--- config.mk ---
export PLATFORM = sky130hd
export DESIGN_NAME = mult_32_seq
export DESIGN_NICKNAME = d
export VERILOG_FILES = /design/src/rtl/mult_pkg.sv /design/src/rtl/adder_32.sv /design/src/rtl/mult_32_seq.sv
export SDC_FILE = /design/constraint.sdc
export NUM_CORES = 1
export LEC_CHECK = 0
export ABC_AREA = 1
export CAP_MARGIN = 10
export CORE_ASPECT_RATIO = 1.1
export CORE_MARGIN = 2
export CORE_UTILIZATION = 25
export CTS_CLUSTER_SIZE = 12
export DETAILED_ROUTE_END_ITERATION = 16
export GPL_TIMING_DRIVEN = 0
export HOLD_SLACK_MARGIN = 0.02
export PLACE_DENSITY_LB_ADDON = 0.12
export SLEW_MARGIN = 40
export SYNTH_ARGS = -nofsm -noshare
export SYNTH_HDL_FRONTEND = slang
export SYNTH_SLANG_ARGS = --single-unit
export TNS_END_PERCENT = 20
--- constraint.sdc ---
create_clock -name clk -period 5.9 [get_ports clk]
set_input_delay 0.59 -clock clk [delete_from_list [all_inputs] [get_ports clk]]
set_output_delay 0.59 -clock clk [all_outputs]
set_load 0.005 [all_outputs]
--- src/rtl/mult_pkg.sv ---
// Shared definitions for the sequential shift-add multiplier:
// state encoding, iteration bounds and operand width.
package mult_pkg;

  localparam int WIDTH = 32;
  localparam int CNT_W = 5;

  localparam logic [1:0] S_IDLE = 2'd0;
  localparam logic [1:0] S_RUN  = 2'd1;
  localparam logic [1:0] S_DONE = 2'd2;

  localparam logic [CNT_W-1:0] ITER_LAST = 5'd31;

  typedef enum logic [1:0] {
    ST_IDLE = S_IDLE,
    ST_RUN  = S_RUN,
    ST_DONE = S_DONE
  } state_e;

endpackage

--- src/rtl/adder_32.sv ---
// 32-bit adder with carry-in, carry-out and signed overflow flag.
// This is the shared datapath adder reused by multi-cycle execution units.
module adder_32 (
  input  logic [31:0] a,
  input  logic [31:0] b,
  input  logic        cin,
  output logic [31:0] sum,
  output logic        cout,
  output logic        overflow
);

  logic [32:0] w_full;

  assign w_full   = {1'b0, a} + {1'b0, b} + {32'd0, cin};
  assign sum      = w_full[31:0];
  assign cout     = w_full[32];
  assign overflow = (a[31] == b[31]) && (w_full[31] != a[31]);

endmodule

--- src/rtl/mult_32_seq.sv ---
// Sequential unsigned 32x32 -> 64 shift-add multiplier that reuses a single
// adder_32 over 32 cycles, with a start/ready/busy/done handshake.
module mult_32_seq
  import mult_pkg::*;
#(
  parameter int WIDTH = 32,
  parameter int CNT_W = 5
) (
  input  logic               clk,
  input  logic               reset,
  input  logic               start,
  input  logic [WIDTH-1:0]   op_a,
  input  logic [WIDTH-1:0]   op_b,
  output logic               ready,
  output logic               busy,
  output logic               done,
  output logic [2*WIDTH-1:0] product,
  output logic               hi_nz
);

  state_e               r_state;
  state_e               w_state_nxt;
  logic [CNT_W-1:0]     r_cnt;
  logic [WIDTH-1:0]     r_mcand;
  logic [WIDTH-1:0]     r_acc_hi;
  logic [WIDTH-1:0]     r_acc_lo;
  logic [2*WIDTH-1:0]   r_product;
  logic                 r_hi_nz;
  logic                 r_ready;
  logic                 r_busy;
  logic                 r_done;

  logic                 w_accept;
  logic                 w_last;
  logic [WIDTH-1:0]     w_addend;
  logic [WIDTH-1:0]     w_sum;
  logic                 w_cout;
  logic                 w_ovf_unused;
  logic [2*WIDTH-1:0]   w_shifted;

  // The multiplier bit at acc_lo[0] selects whether mcand joins the partial sum.
  assign w_addend  = r_acc_lo[0] ? r_mcand : {WIDTH{1'b0}};
  assign w_shifted = {w_cout, w_sum, r_acc_lo[WIDTH-1:1]};

  adder_32 u_adder (
    .a        (r_acc_hi),
    .b        (w_addend),
    .cin      (1'b0),
    .sum      (w_sum),
    .cout     (w_cout),
    .overflow (w_ovf_unused)
  );

  // Next-state logic and handshake decode.
  always_comb begin
    w_state_nxt = ST_IDLE;
    w_accept    = 1'b0;
    w_last      = 1'b0;
    case (r_state)
      ST_IDLE: begin
        if (start) begin
          w_state_nxt = ST_RUN;
          w_accept    = 1'b1;
        end else begin
          w_state_nxt = ST_IDLE;
        end
      end
      ST_RUN: begin
        if (r_cnt == ITER_LAST) begin
          w_state_nxt = ST_DONE;
          w_last      = 1'b1;
        end else begin
          w_state_nxt = ST_RUN;
        end
      end
      ST_DONE: begin
        if (start) begin
          w_state_nxt = ST_RUN;
          w_accept    = 1'b1;
        end else begin
          w_state_nxt = ST_IDLE;
        end
      end
      default: begin
        w_state_nxt = ST_IDLE;
      end
    endcase
  end

  // State register; status flags are registered from the next state.
  always_ff @(posedge clk or posedge reset) begin
    if (reset) begin
      r_state <= ST_IDLE;
      r_ready <= 1'b1;
      r_busy  <= 1'b0;
      r_done  <= 1'b0;
    end else begin
      r_state <= w_state_nxt;
      r_ready <= (w_state_nxt == ST_IDLE) || (w_state_nxt == ST_DONE);
      r_busy  <= (w_state_nxt == ST_RUN);
      r_done  <= (w_state_nxt == ST_DONE);
    end
  end

  // Operand capture, shift-add iteration and result latch on entry to DONE.
  always_ff @(posedge clk or posedge reset) begin
    if (reset) begin
      r_cnt     <= {CNT_W{1'b0}};
      r_mcand   <= {WIDTH{1'b0}};
      r_acc_hi  <= {WIDTH{1'b0}};
      r_acc_lo  <= {WIDTH{1'b0}};
      r_product <= {(2*WIDTH){1'b0}};
      r_hi_nz   <= 1'b0;
    end else begin
      if (w_accept) begin
        r_mcand  <= op_a;
        r_acc_hi <= {WIDTH{1'b0}};
        r_acc_lo <= op_b;
        r_cnt    <= {CNT_W{1'b0}};
      end else if (r_state == ST_RUN) begin
        {r_acc_hi, r_acc_lo} <= w_shifted;
        r_cnt                <= r_cnt + {{(CNT_W-1){1'b0}}, 1'b1};
      end
      if (w_last) begin
        r_product <= w_shifted;
        r_hi_nz   <= |w_shifted[2*WIDTH-1:WIDTH];
      end
    end
  end

  assign ready   = r_ready;
  assign busy    = r_busy;
  assign done    = r_done;
  assign product = r_product;
  assign hi_nz   = r_hi_nz;

endmodule

After elaboration in Yosys (flattened, before gate mapping)
Index checks and enable logic that the tools add are counted.

Add/sub/neg operators: 2. Equality and inequality tests: 5. Mux-type cells: 14. Reduce and logical (&&, ||, !) cells: 6.

Operator list (number): 32-bit 2-to-1 mux (5); 32-bit by 32-bit adder with 33-bit output (1); 32-bit OR reduction (1); 5-bit 2-to-1 mux (2); 5-bit by 1-bit adder with 5-bit output, second input constant (1); 5-bit == test, second input constant (1); 1-bit 2-to-1 mux (5); 2-bit by 1-bit == test with 1-bit output, second input constant (2); 2-bit == test, second input constant (2); 2-bit zero test (2); 2-bit one-hot mux with 2 select lines (1); 2-bit 2-to-1 mux (1); 2-bit nonzero test (1); 2-bit OR reduction (1); 1-bit logical OR (1).

Register bits after elaboration: 171. Input port bits: 67. Logic and storage cells: 37.

Longest topological paths before layout
Gate-level depths: netlist of run 1.

Depth after elaboration: 5. Mapped depth: 21. Depth with buffers taken out: 20.

Hierarchy
A second synthesis of run 1 with hierarchy kept.

Cell total of the unflattened synthesis: 1196. Area, all modules: 9131.3 um^2.

Modules (own cells, without submodules): mult_32_seq (instances 1, cells each 770, area each 6931.6 um^2); adder_32 (instances 1, cells each 426, area each 2199.6 um^2).

Worst setup path after synthesis of run 1
Ideal clock, no wire load.

Kind: register -> register. Start point: reg r_acc_lo[0]. End point: reg r_hi_nz, in the netlist hi_nz. Setup time: 0.124 ns. Arrival time: 2.177 ns. Required time: 5.776 ns. Setup slack: 3.599 ns. Stages on the path, launching flop included: 21. Buffers on the path: 1. Period minus slack after synthesis: 2.301 ns. Cells stage by stage: dfrtp_1 clkbuf_1 nand2_1 inv_1 ha_1 inv_1 fa_1 inv_1 nand3_1 nand3_1 nand2_1 nand2_1 nand2_1 nand3_1 nand2_1 nor2_1 nand2_1 nor2_1 nand2_1 nor2_1 a21oi_1.

Longest elaborated chain between the ends: 3.

RTL lines: start: declaration (RTL line mult_32_seq.sv:26) `logic [WIDTH-1:0] r_acc_lo;`; start signal: assignment (RTL line mult_32_seq.sv:111) `r_acc_lo <= {WIDTH{1'b0}};`; start signal: assignment (RTL line mult_32_seq.sv:118) `r_acc_lo <= op_b;`; start signal: assignment (RTL line mult_32_seq.sv:121) `{r_acc_hi, r_acc_lo} <= w_shifted;`; 32-bit 2-to-1 mux (RTL line mult_32_seq.sv:42) `assign w_addend = r_acc_lo[0] ? r_mcand : {WIDTH{1'b0}};`; 32-bit by 32-bit adder with 33-bit output (RTL line adder_32.sv:14) `assign w_full = {1'b0, a} + {1'b0, b} + {32'd0, cin};`; 32-bit OR reduction (RTL line mult_32_seq.sv:126) `r_hi_nz <= |w_shifted[2*WIDTH-1:WIDTH];`; end signal: assignment (RTL line mult_32_seq.sv:126); end: declaration (RTL line mult_32_seq.sv:28) `logic r_hi_nz;`.

No other way between the ends. A chain may end at the register's enable or synchronous reset.

Worst setup path after layout of run 1
Same ends and word-level chain as after synthesis.

==> results.yml, run 1 <==
logic_synthesis:
  async_flop_share: 1.00
  synth-edff-count: 0
  synthCells: 1260
  synth_warnings: 0
  synth-compound-area-share: 0.102
  synth.mux.area_fraction: 0
  synthSimpleGateAreaFrac: 0.276
  ys_seq_area_frac: 0.463
  synth_xor_area_frac: 0.00663
  ys_types: 32
  synth_fa_ha_area_frac: 0.0482
  syn_avg_cell_area_um2: 7.33
  synthesis.nets: 1362
  synthesis.area_um2: 9240
  ys.flop_type: "dfrtp_1"
  synth_top_family_by_area: "simple AND/OR/NAND/NOR gates"
  synth-seq-cells: 171
place:
  place_area_um2: 11300
  place_worst_setup_slack_ps: 2440
  dp_cells: 1883
  gp_congestion: 0.847
  place_hpwl_mm: 23.1
  numPortBuffers: 134
clocking:
  clk_transition_reported_paths_ps: 80
  clock-sinks: 171
  postCtsHoldBufs: 0
  post_cts_resized: 0
  numCtsBuffers: 17
  htreeDepth: 4
  cts.path.max_buffers: 2
  clkLatencyLatePin_ps: 450
  post-cts-setup-buffers: 0
  cts_tree: "done"
  clock-root-buffer: "clkbuf_16"
grt:
  grtUsageTotal: 0.158
  grt-ovfl-total: 0
  grt_pass1_wl_mm: 47.0
  grt_max_degree: 69
  grt_pass1_vias: 8572
  antenna_found_initial: 2
setup_path:
  path_class: "flop to flop"
  crit_fanout: 10
  required_ps: 6210
  start_kind: "flop"
  end_kind: "flop"
  arrival_ps: 3750
cells_and_area:
  regArea_um2: 4280
  fillers: 3924
  multiInputGateArea_um2: 4010
  area_growth_pct: 28.1
  final_nets: 1517
  drive_gt1_frac: 0.0455
  fin_cells: 1917
  design_area_um2: 11800
die:
  start_util: 0.255
  die-area_um2: 38500
  dieHeight_um: 206
  row_count: 73
  core_area_um2: 36300
  die_w_um: 187
  ios: 135
routing:
  wl_met3_mm: 1.48
  met2RoutedLength_mm: 13.9
  drc: 0
  vias: 8224
  drt_iter0_markers: 396
  top_layer: "met4"
  wl_per_cell_um: 15.3
  wl_met1_mm: 13.5
  first_pass_iters: 5
  routed_wl_mm: 29.3
  post_drt_via_cell_ratio: 4.29
  drtAntennaViolNets: 0
power_and_ir_drop:
  peakVddDrop_v: 0.000175
  power_mw: 6.28
  p_leak_nw: 6.21
  p_per_area_nw_per_um2: 531
sta:
  drv_slew: 0
  fmax_mhz: 291
  hold_violations: 0
  rsz0062_at_grt: "false"
  worst_slew_pin_slew_ps: 810
  fin_crit_sh: 0.582
  holdWs_ps: 480
  finClkSkew_ps: 14.9
  finalSetupViolations: 0
  min_period_ps: 3440
  slew_headroom: 0.460
  fin_ws_ps: 2460
outcome:
  status: "finished clean"
run:
  cap_viol_max_count: 0
min_path:
  hold_path_class: "flop to flop"
[cell type report]
type                            instances  area share
Antenna cell                            2    0.000423
Tap cell                              487      0.0515
Clock inverter                         14      0.0129
Multi-Input combinational cell        837       0.338
Sequential cell                       171       0.361
Inverter                              212      0.0678
Buffer                                 40      0.0134
Timing Repair Buffer                  136       0.118
Clock buffer                           18      0.0362
[routing by layer]
layer  global-route usage  vias to the layer above
met4               0.0456                        0
met2                0.269                      138
li1                     -                     4231
met3               0.0392                       23
met1                0.198                     3832
met5                    0                        -
[worst paths after layout]
kind | start | to | slack, ps | depth (start not counted)
worst min register to register | r_mcand[17] | r_mcand[17] | 480 | 2
min in group asynchronous | reset | product[9] | 520 | 2
max in group asynchronous | reset | r_acc_hi[12] | 4380 | 4
worst max-delay path | r_acc_lo[0] | hi_nz | 2460 | 15
worst min-delay path | r_mcand[17] | r_mcand[17] | 480 | 2
worst max register to register | r_acc_lo[0] | hi_nz | 2460 | 15
[critical path: stages, from the launching register on]
cell	delay [ps]
dfrtp_1	330
clkbuf_1	300
clkbuf_1	400
nand2_1	90
inv_1	80
ha_1	290
nand2_1	130
nand3_2	150
xnor2_1	340
nand3_1	130
nor2_1	210
nand3_1	140
nor2_1	200
nand2_1	120
nor2_1	270
a21oi_1	110
[through the flow]
step	TNS, ps	util
5_1_grt	0	0.326
4_1_cts	0	0.326
3_5_place_dp	0	0.310
6_report	0	0.327
2_1_floorplan	0	-
3_3_place_gp	-380340	0.309
[cell usage after synthesis, types with 7 or more instances]
| master | instances | area [um2] |
|---|---|---|
| o221ai_1 | 31 | 272 |
| ha_1 | 34 | 425 |
| nand3_2 | 7 | 70.1 |
| o21ai_0 | 102 | 510 |
| nor2_1 | 52 | 195 |
| a21oi_1 | 20 | 100 |
| nand2_2 | 7 | 43.8 |
| inv_1 | 209 | 785 |
| clkbuf_1 | 33 | 124 |
| nand3_1 | 26 | 130 |
| nand2_1 | 513 | 1930 |
| nand4_1 | 10 | 62.6 |
| dfrtp_1 | 170 | 4250 |
| buf_2 | 7 | 35.0 |
[cell families after synthesis]
group	count (synthesis)
AND/OR/NAND/NOR	634
buffers and inverters	252
flip-flops	171
AO/OA/AOI/OAI	161
XOR/XNOR	7
adder cells (fa/ha/maj)	35
[sequential cells by signal, summed over array words and instances (netlist names)]
register and cells:
done 1, hi_nz 1, r_acc_lo 32, r_mcand 32
r_acc_hi 32, busy 1, r_state 2, product 64
r_cnt 5, ready 1
[power by group]
part	leakage (nW)	internal [mW]	switching, mW
clock network	0.281	0.601	0.545
logic	3.90	1.18	2.04
registers	2.03	1.67	0.245
[cell usage in the layout (no fill, tap or decap), types with 10 or more instances in the layout]
cell type,count
nand2_1,513
inv_1,208
dfrtp_1,170
clkdlybuf4s50_1,134
o21ai_0,102
nor2_1,52
clkbuf_1,34
ha_1,34
o221ai_1,31
nand3_1,26
a21oi_1,20
clkbuf_16,17
nand4_1,10
Note: power is estimated with default switching activity, not from simulation.
==> inputs of run 2 (changes only) <==
==> constraint.sdc (replaced) <==
create_clock -name clk -period 2.95 [get_ports clk]
set_input_delay 0.295 -clock clk [delete_from_list [all_inputs] [get_ports clk]]
set_output_delay 0.295 -clock clk [all_outputs]
set_load 0.005 [all_outputs]
==> results.yml, run 2 (synthesis results as in run 1) <==
power_and_ir_drop:
  peakVddDrop_v: 0.000317
  p_per_area_nw_per_um2: 1070
  power_mw: 13.0
  p_leak_nw: 6.30
grt:
  grt_max_degree: 24
  grt-ovfl-total: 0
  antenna_found_initial: 3
  grt_pass1_wl_mm: 47.4
  grt_use_met1: 0.200
  grt_use_met2: 0.274
  grtUsageTotal: 0.159
  gr-usage-met3: 0.0377
  grt_pass1_vias: 8652
  top_usage_layer: "met2"
setup_path:
  slowest_stage: "dfrtp_2"
  crit_top_cell: "nand2_1"
  end_kind: "flop"
  arrival_ps: 3110
  critical_path_buf_inv_count: 2
  reg2reg_depth: 15
  r2r-start: "r_acc_lo[0]"
  crit_fanout: 10
  rr_endpoint: "hi_nz"
  crit_family: "simple AND/OR/NAND/NOR gates"
  cpPeakStageDelay_ps: 470
  start_kind: "flop"
  reg2reg_slack_ps: 160
  crit_chain: "buf_4, nand2_1, inv_1, ha_1, nand2_1, nand3_2, nand2_1, nand2_2, xor2_1, nor2_2, nand3_1, nor2_2, nand2_2, nor2_4, a21oi_1"
  path_class: "flop to flop"
  required_ps: 3270
clocking:
  clock-root-buffer: "clkbuf_16"
  clk_transition_reported_paths_ps: 70
  clkLatencyLatePin_ps: 450
  htreeDepth: 4
  clock-sinks: 171
  cts_tree: "done"
  numCtsBuffers: 17
  cts.path.max_buffers: 2
  postCtsHoldBufs: 0
sta:
  drv_slew: 0
  worst_slew_pin_slew_ps: 813
  fmax_mhz: 358
  min_period_ps: 2790
  slew_headroom: 0.458
  finClkSkew_ps: 12.0
  finalSetupViolations: 0
  tns_ps: 0
  fin_crit_sh: 0.946
  hold_violations: 0
place:
  place_hpwl_mm: 23.6
  numPortBuffers: 134
  gp_congestion: 0.848
  dp_cells: 1889
routing:
  wl_per_cell_um: 15.4
  post_drt_via_cell_ratio: 4.29
  drt_iter0_markers: 438
  drc: 0
  vias: 8247
  first_pass_iters: 4
  routed_wl_mm: 29.6
  drtAntennaViolNets: 0
min_path:
  hold_path_class: "input pin to asynchronous set/reset pin"
die:
  row_count: 73
  start_util: 0.255
  core_area_um2: 36300
  ios: 135
  die_w_um: 187
  dieHeight_um: 206
  die-area_um2: 38500
cells_and_area:
  largest_register_ffs: 64
  layout_commonest_cell: "nand2_1"
  final_nets: 1522
  drive_gt1_frac: 0.0851
  layout_common_cells: "502 x nand2_1, 207 x inv_1, 169 x dfrtp_1"
  fin_cells: 1921
  area_growth_pct: 31.8
  fillers: 3878
  multiInputGateArea_um2: 4190
  regArea_um2: 4280
outcome:
  status: "finished clean"
run:
  cap_viol_max_count: 0
-- run 2: layout make-up --
class | count | area share
flip-flops and latches | 171 | 0.351
multi-input cells | 837 | 0.344
repair buffers | 142 | 0.125
inverters | 212 | 0.0656
well taps | 487 | 0.0500
clock buffers | 18 | 0.0360
clock inverters | 14 | 0.0142
plain buffers | 39 | 0.0135
diodes | 1 | 0.000205
-- run 2: stage by stage --
stage	hold slack, ps	utilization	area, um2	setup slack, ps
after floorplan	405	-	9250	473
after global placement	465	0.309	11200	-1260
after detailed placement	468	0.314	11400	-532
after CTS	121	0.332	12000	8.48
after global routing	138	0.336	12200	-11.8
final	132	0.336	12200	159
-- run 2: repair_timing --
item / in CTS / in global routing
gates resized for setup: 14 / 50
setup endpoints to repair: 14 / 1
buffers inserted: 0 / 0
-- run 2: worst max-delay path by stage --
stage,from,endpoint,slack (ps),cells after the start
6_report,r_acc_lo[0],hi_nz,160,15
5_1_grt,r_acc_lo[0],hi_nz,-10,19
4_1_cts,r_acc_lo[0],hi_nz,8,14
3_5_place_dp,r_acc_lo[0],hi_nz,-530,21
3_3_place_gp,reset,r_mcand[21],-1260,2
2_1_floorplan,reset,busy,470,1
-- run 2: worst reg2reg max path, delay by kind of cell, from the launching register on --
kind | cells | cell delay [ps]
flops | 1 | 470
simple gates | 10 | 1320
xor+xnor | 1 | 210
fa+ha+maj | 1 | 350
compound gates | 1 | 80
buf+inv | 2 | 240
-- run 2: report_power, final --
group | total, mW | internal [mW] | switching (mW) | leakage, nW
sequential | 3.86 | 3.35 | 0.513 | 2.03
clock | 2.40 | 1.31 | 1.09 | 0.299
combinational | 6.77 | 2.54 | 4.23 | 3.97
total | 13.0 | 7.19 | 5.84 | 6.30
-- run 2: metal layers --
metal	up-vias	share of wire	wire length [um]
met1	3864	0.46	13500
met4	4	0.0089	264
met5	-	0.00091	27
met2	131	0.48	14200
met3	17	0.054	1590
li1	4231	-	-
==> inputs of run 3 (changes only) <==
--- a/config.mk
+++ b/config.mk
@@ -15,6 +15,7 @@
 export GPL_TIMING_DRIVEN = 0
 export HOLD_SLACK_MARGIN = 0.02
 export PLACE_DENSITY_LB_ADDON = 0.12
+export REMOVE_ABC_BUFFERS = 1
 export SLEW_MARGIN = 40
 export SYNTH_ARGS = -nofsm -noshare
 export SYNTH_HDL_FRONTEND = slang
==> results.yml, run 3 (synthesis results as in run 1) <==
setup_path:
  rr_endpoint: "hi_nz"
  crit_fanout: 5
  reg2reg_slack_ps: 200
  cp-endpoint: "hi_nz"
  required_ps: 3280
  start_kind: "flop"
  startpoint: "r_acc_lo[0]"
  reg2reg_depth: 18
  end_kind: "flop"
  arrival_ps: 3080
  r2r-start: "r_acc_lo[0]"
  path_class: "flop to flop"
grt:
  grt_pass1_vias: 8233
  antenna_found_initial: 0
  grt-ovfl-total: 0
  grt_max_degree: 72
  grt_pass1_wl_mm: 46.2
  grtUsageTotal: 0.154
place:
  dp_cells: 1845
  place_area_um2: 11200
  numPortBuffers: 134
  gp_congestion: 0.827
  place_hpwl_mm: 20.0
  place_worst_setup_slack_ps: -582
clocking:
  clock-root-buffer: "clkbuf_16"
  clk_transition_reported_paths_ps: 70
  htreeDepth: 4
  clkLatencyLatePin_ps: 440
  cts_tree: "done"
  postCtsHoldBufs: 0
  clock-sinks: 171
  numCtsBuffers: 17
  cts.path.max_buffers: 2
die:
  die-area_um2: 38500
  ios: 135
  start_util: 0.255
  core_area_um2: 36300
  die_w_um: 187
  row_count: 73
  dieHeight_um: 206
cells_and_area:
  final_nets: 1485
  design_area_um2: 12200
  drive_gt1_frac: 0.101
  largest_register_ffs: 64
  fin_cells: 1883
  area_growth_pct: 32.5
  layout_commonest_cell: "nand2_1"
  n_antenna_cell: 0
  layout_common_cells: "493 x nand2_1, 204 x inv_1, 169 x dfrtp_1"
sta:
  hold_violations: 0
  slew_headroom: 0.509
  fin_ws_ps: 203
  worst_slew_pin_slew_ps: 736
  finalSetupViolations: 0
  drv_slew: 0
  fmax_mhz: 364
  fin_crit_sh: 0.931
  min_period_ps: 2750
  finClkSkew_ps: 13.5
power_and_ir_drop:
  p_leak_nw: 6.21
  p_per_area_nw_per_um2: 1090
  peakVddDrop_v: 0.000405
routing:
  wl_per_cell_um: 15.4
  first_pass_iters: 4
  drtAntennaViolNets: 0
  drt_iter0_markers: 443
  drc: 0
  routed_wl_mm: 29.0
  post_drt_via_cell_ratio: 4.28
  vias: 8057
outcome:
  status: "finished clean"
run:
  cap_viol_max_count: 0
min_path:
  hold_path_class: "input pin to asynchronous set/reset pin"
run 3: changes by cell type in the layout (fill, tap and decap cells not counted), sizes merged:
cell	change
clkbuf	-28
buf	-10
inv	-4
clkinv	+2
nand2	+2
bufinv	+1
diode	-1
run 3: through the flow:
| step | hold WS (ps) | util | TNS (ps) | power, mW |
|---|---|---|---|---|
| 6_report | 262 | 0.338 | 0 | 13.4 |
| 5_1_grt | 294 | 0.338 | -6.53 | 14.7 |
| 4_1_cts | 260 | 0.328 | 0 | 12.9 |
| 3_5_place_dp | 465 | 0.308 | -677 | 10.3 |
| 3_3_place_gp | 465 | 0.304 | -1039930 | 10.2 |
| 2_1_floorplan | 405 | - | -341610 | 7.97 |
run 3: layer usage:
| metal | vias up | wire [um] | GRT usage |
|---|---|---|---|
| li1 | 4166 | - | - |
| met1 | 3759 | 13500 | 0.196 |
| met2 | 112 | 13900 | 0.267 |
| met3 | 20 | 1210 | 0.0331 |
| met4 | 0 | 368 | 0.0380 |
| met5 | - | 0 | 0 |
run 3: timing repair:
item / in CTS / in global routing
pin swaps: 1 / 2
resized for setup: 12 / 80
gates cloned: 2 / 0
buffers inserted: 4 / 0
endpoints found under the setup margin: 8 / 1
run 3: how the worst min path moves through the flow:
stage | from | endpoint | slack [ps] | cells after the start
final | reset | product[6] | 260 | 2
after floorplan | op_a[0] | r_mcand[0] | 400 | 2
after CTS | reset | product[8] | 260 | 2
after detailed placement | r_mcand[24] | r_mcand[24] | 470 | 2
after global placement | r_mcand[20] | r_mcand[20] | 460 | 2
after global routing | reset | r_acc_lo[5] | 290 | 2
run 3: area by class of cell:
cell class | count | area (um2)
fill | 3928 | 24000
multi-input combinational | 839 | 4450
sequential | 171 | 4280
timing repair buffer | 142 | 1490
inverter | 212 | 813
tap | 487 | 609
clock buffer | 19 | 433
clock inverter | 13 | 166
run 3: report_power, final:
part | total, mW | switching, mW | internal (mW)
clock | 2.39 | 1.05 | 1.34
combinational | 7.10 | 4.31 | 2.79
sequential | 3.90 | 0.546 | 3.35
total | 13.4 | 5.90 | 7.48
run 3: worst max-delay path, cell delays in order (launching register included):
cell     delay (ps)
dfrtp_4         520
buf_4           150
buf_4           160
nand2_1          60
inv_1            80
ha_4            300
nand2_1         140
nor2_2          160
nand2_1         130
nor2_1          110
nand2_1         110
nand3_1         100
nand2_1          60
nand2_2         110
nand2_1          70
nor2_1           90
nand2_1          90
nor2_4          120
a21oi_1          80
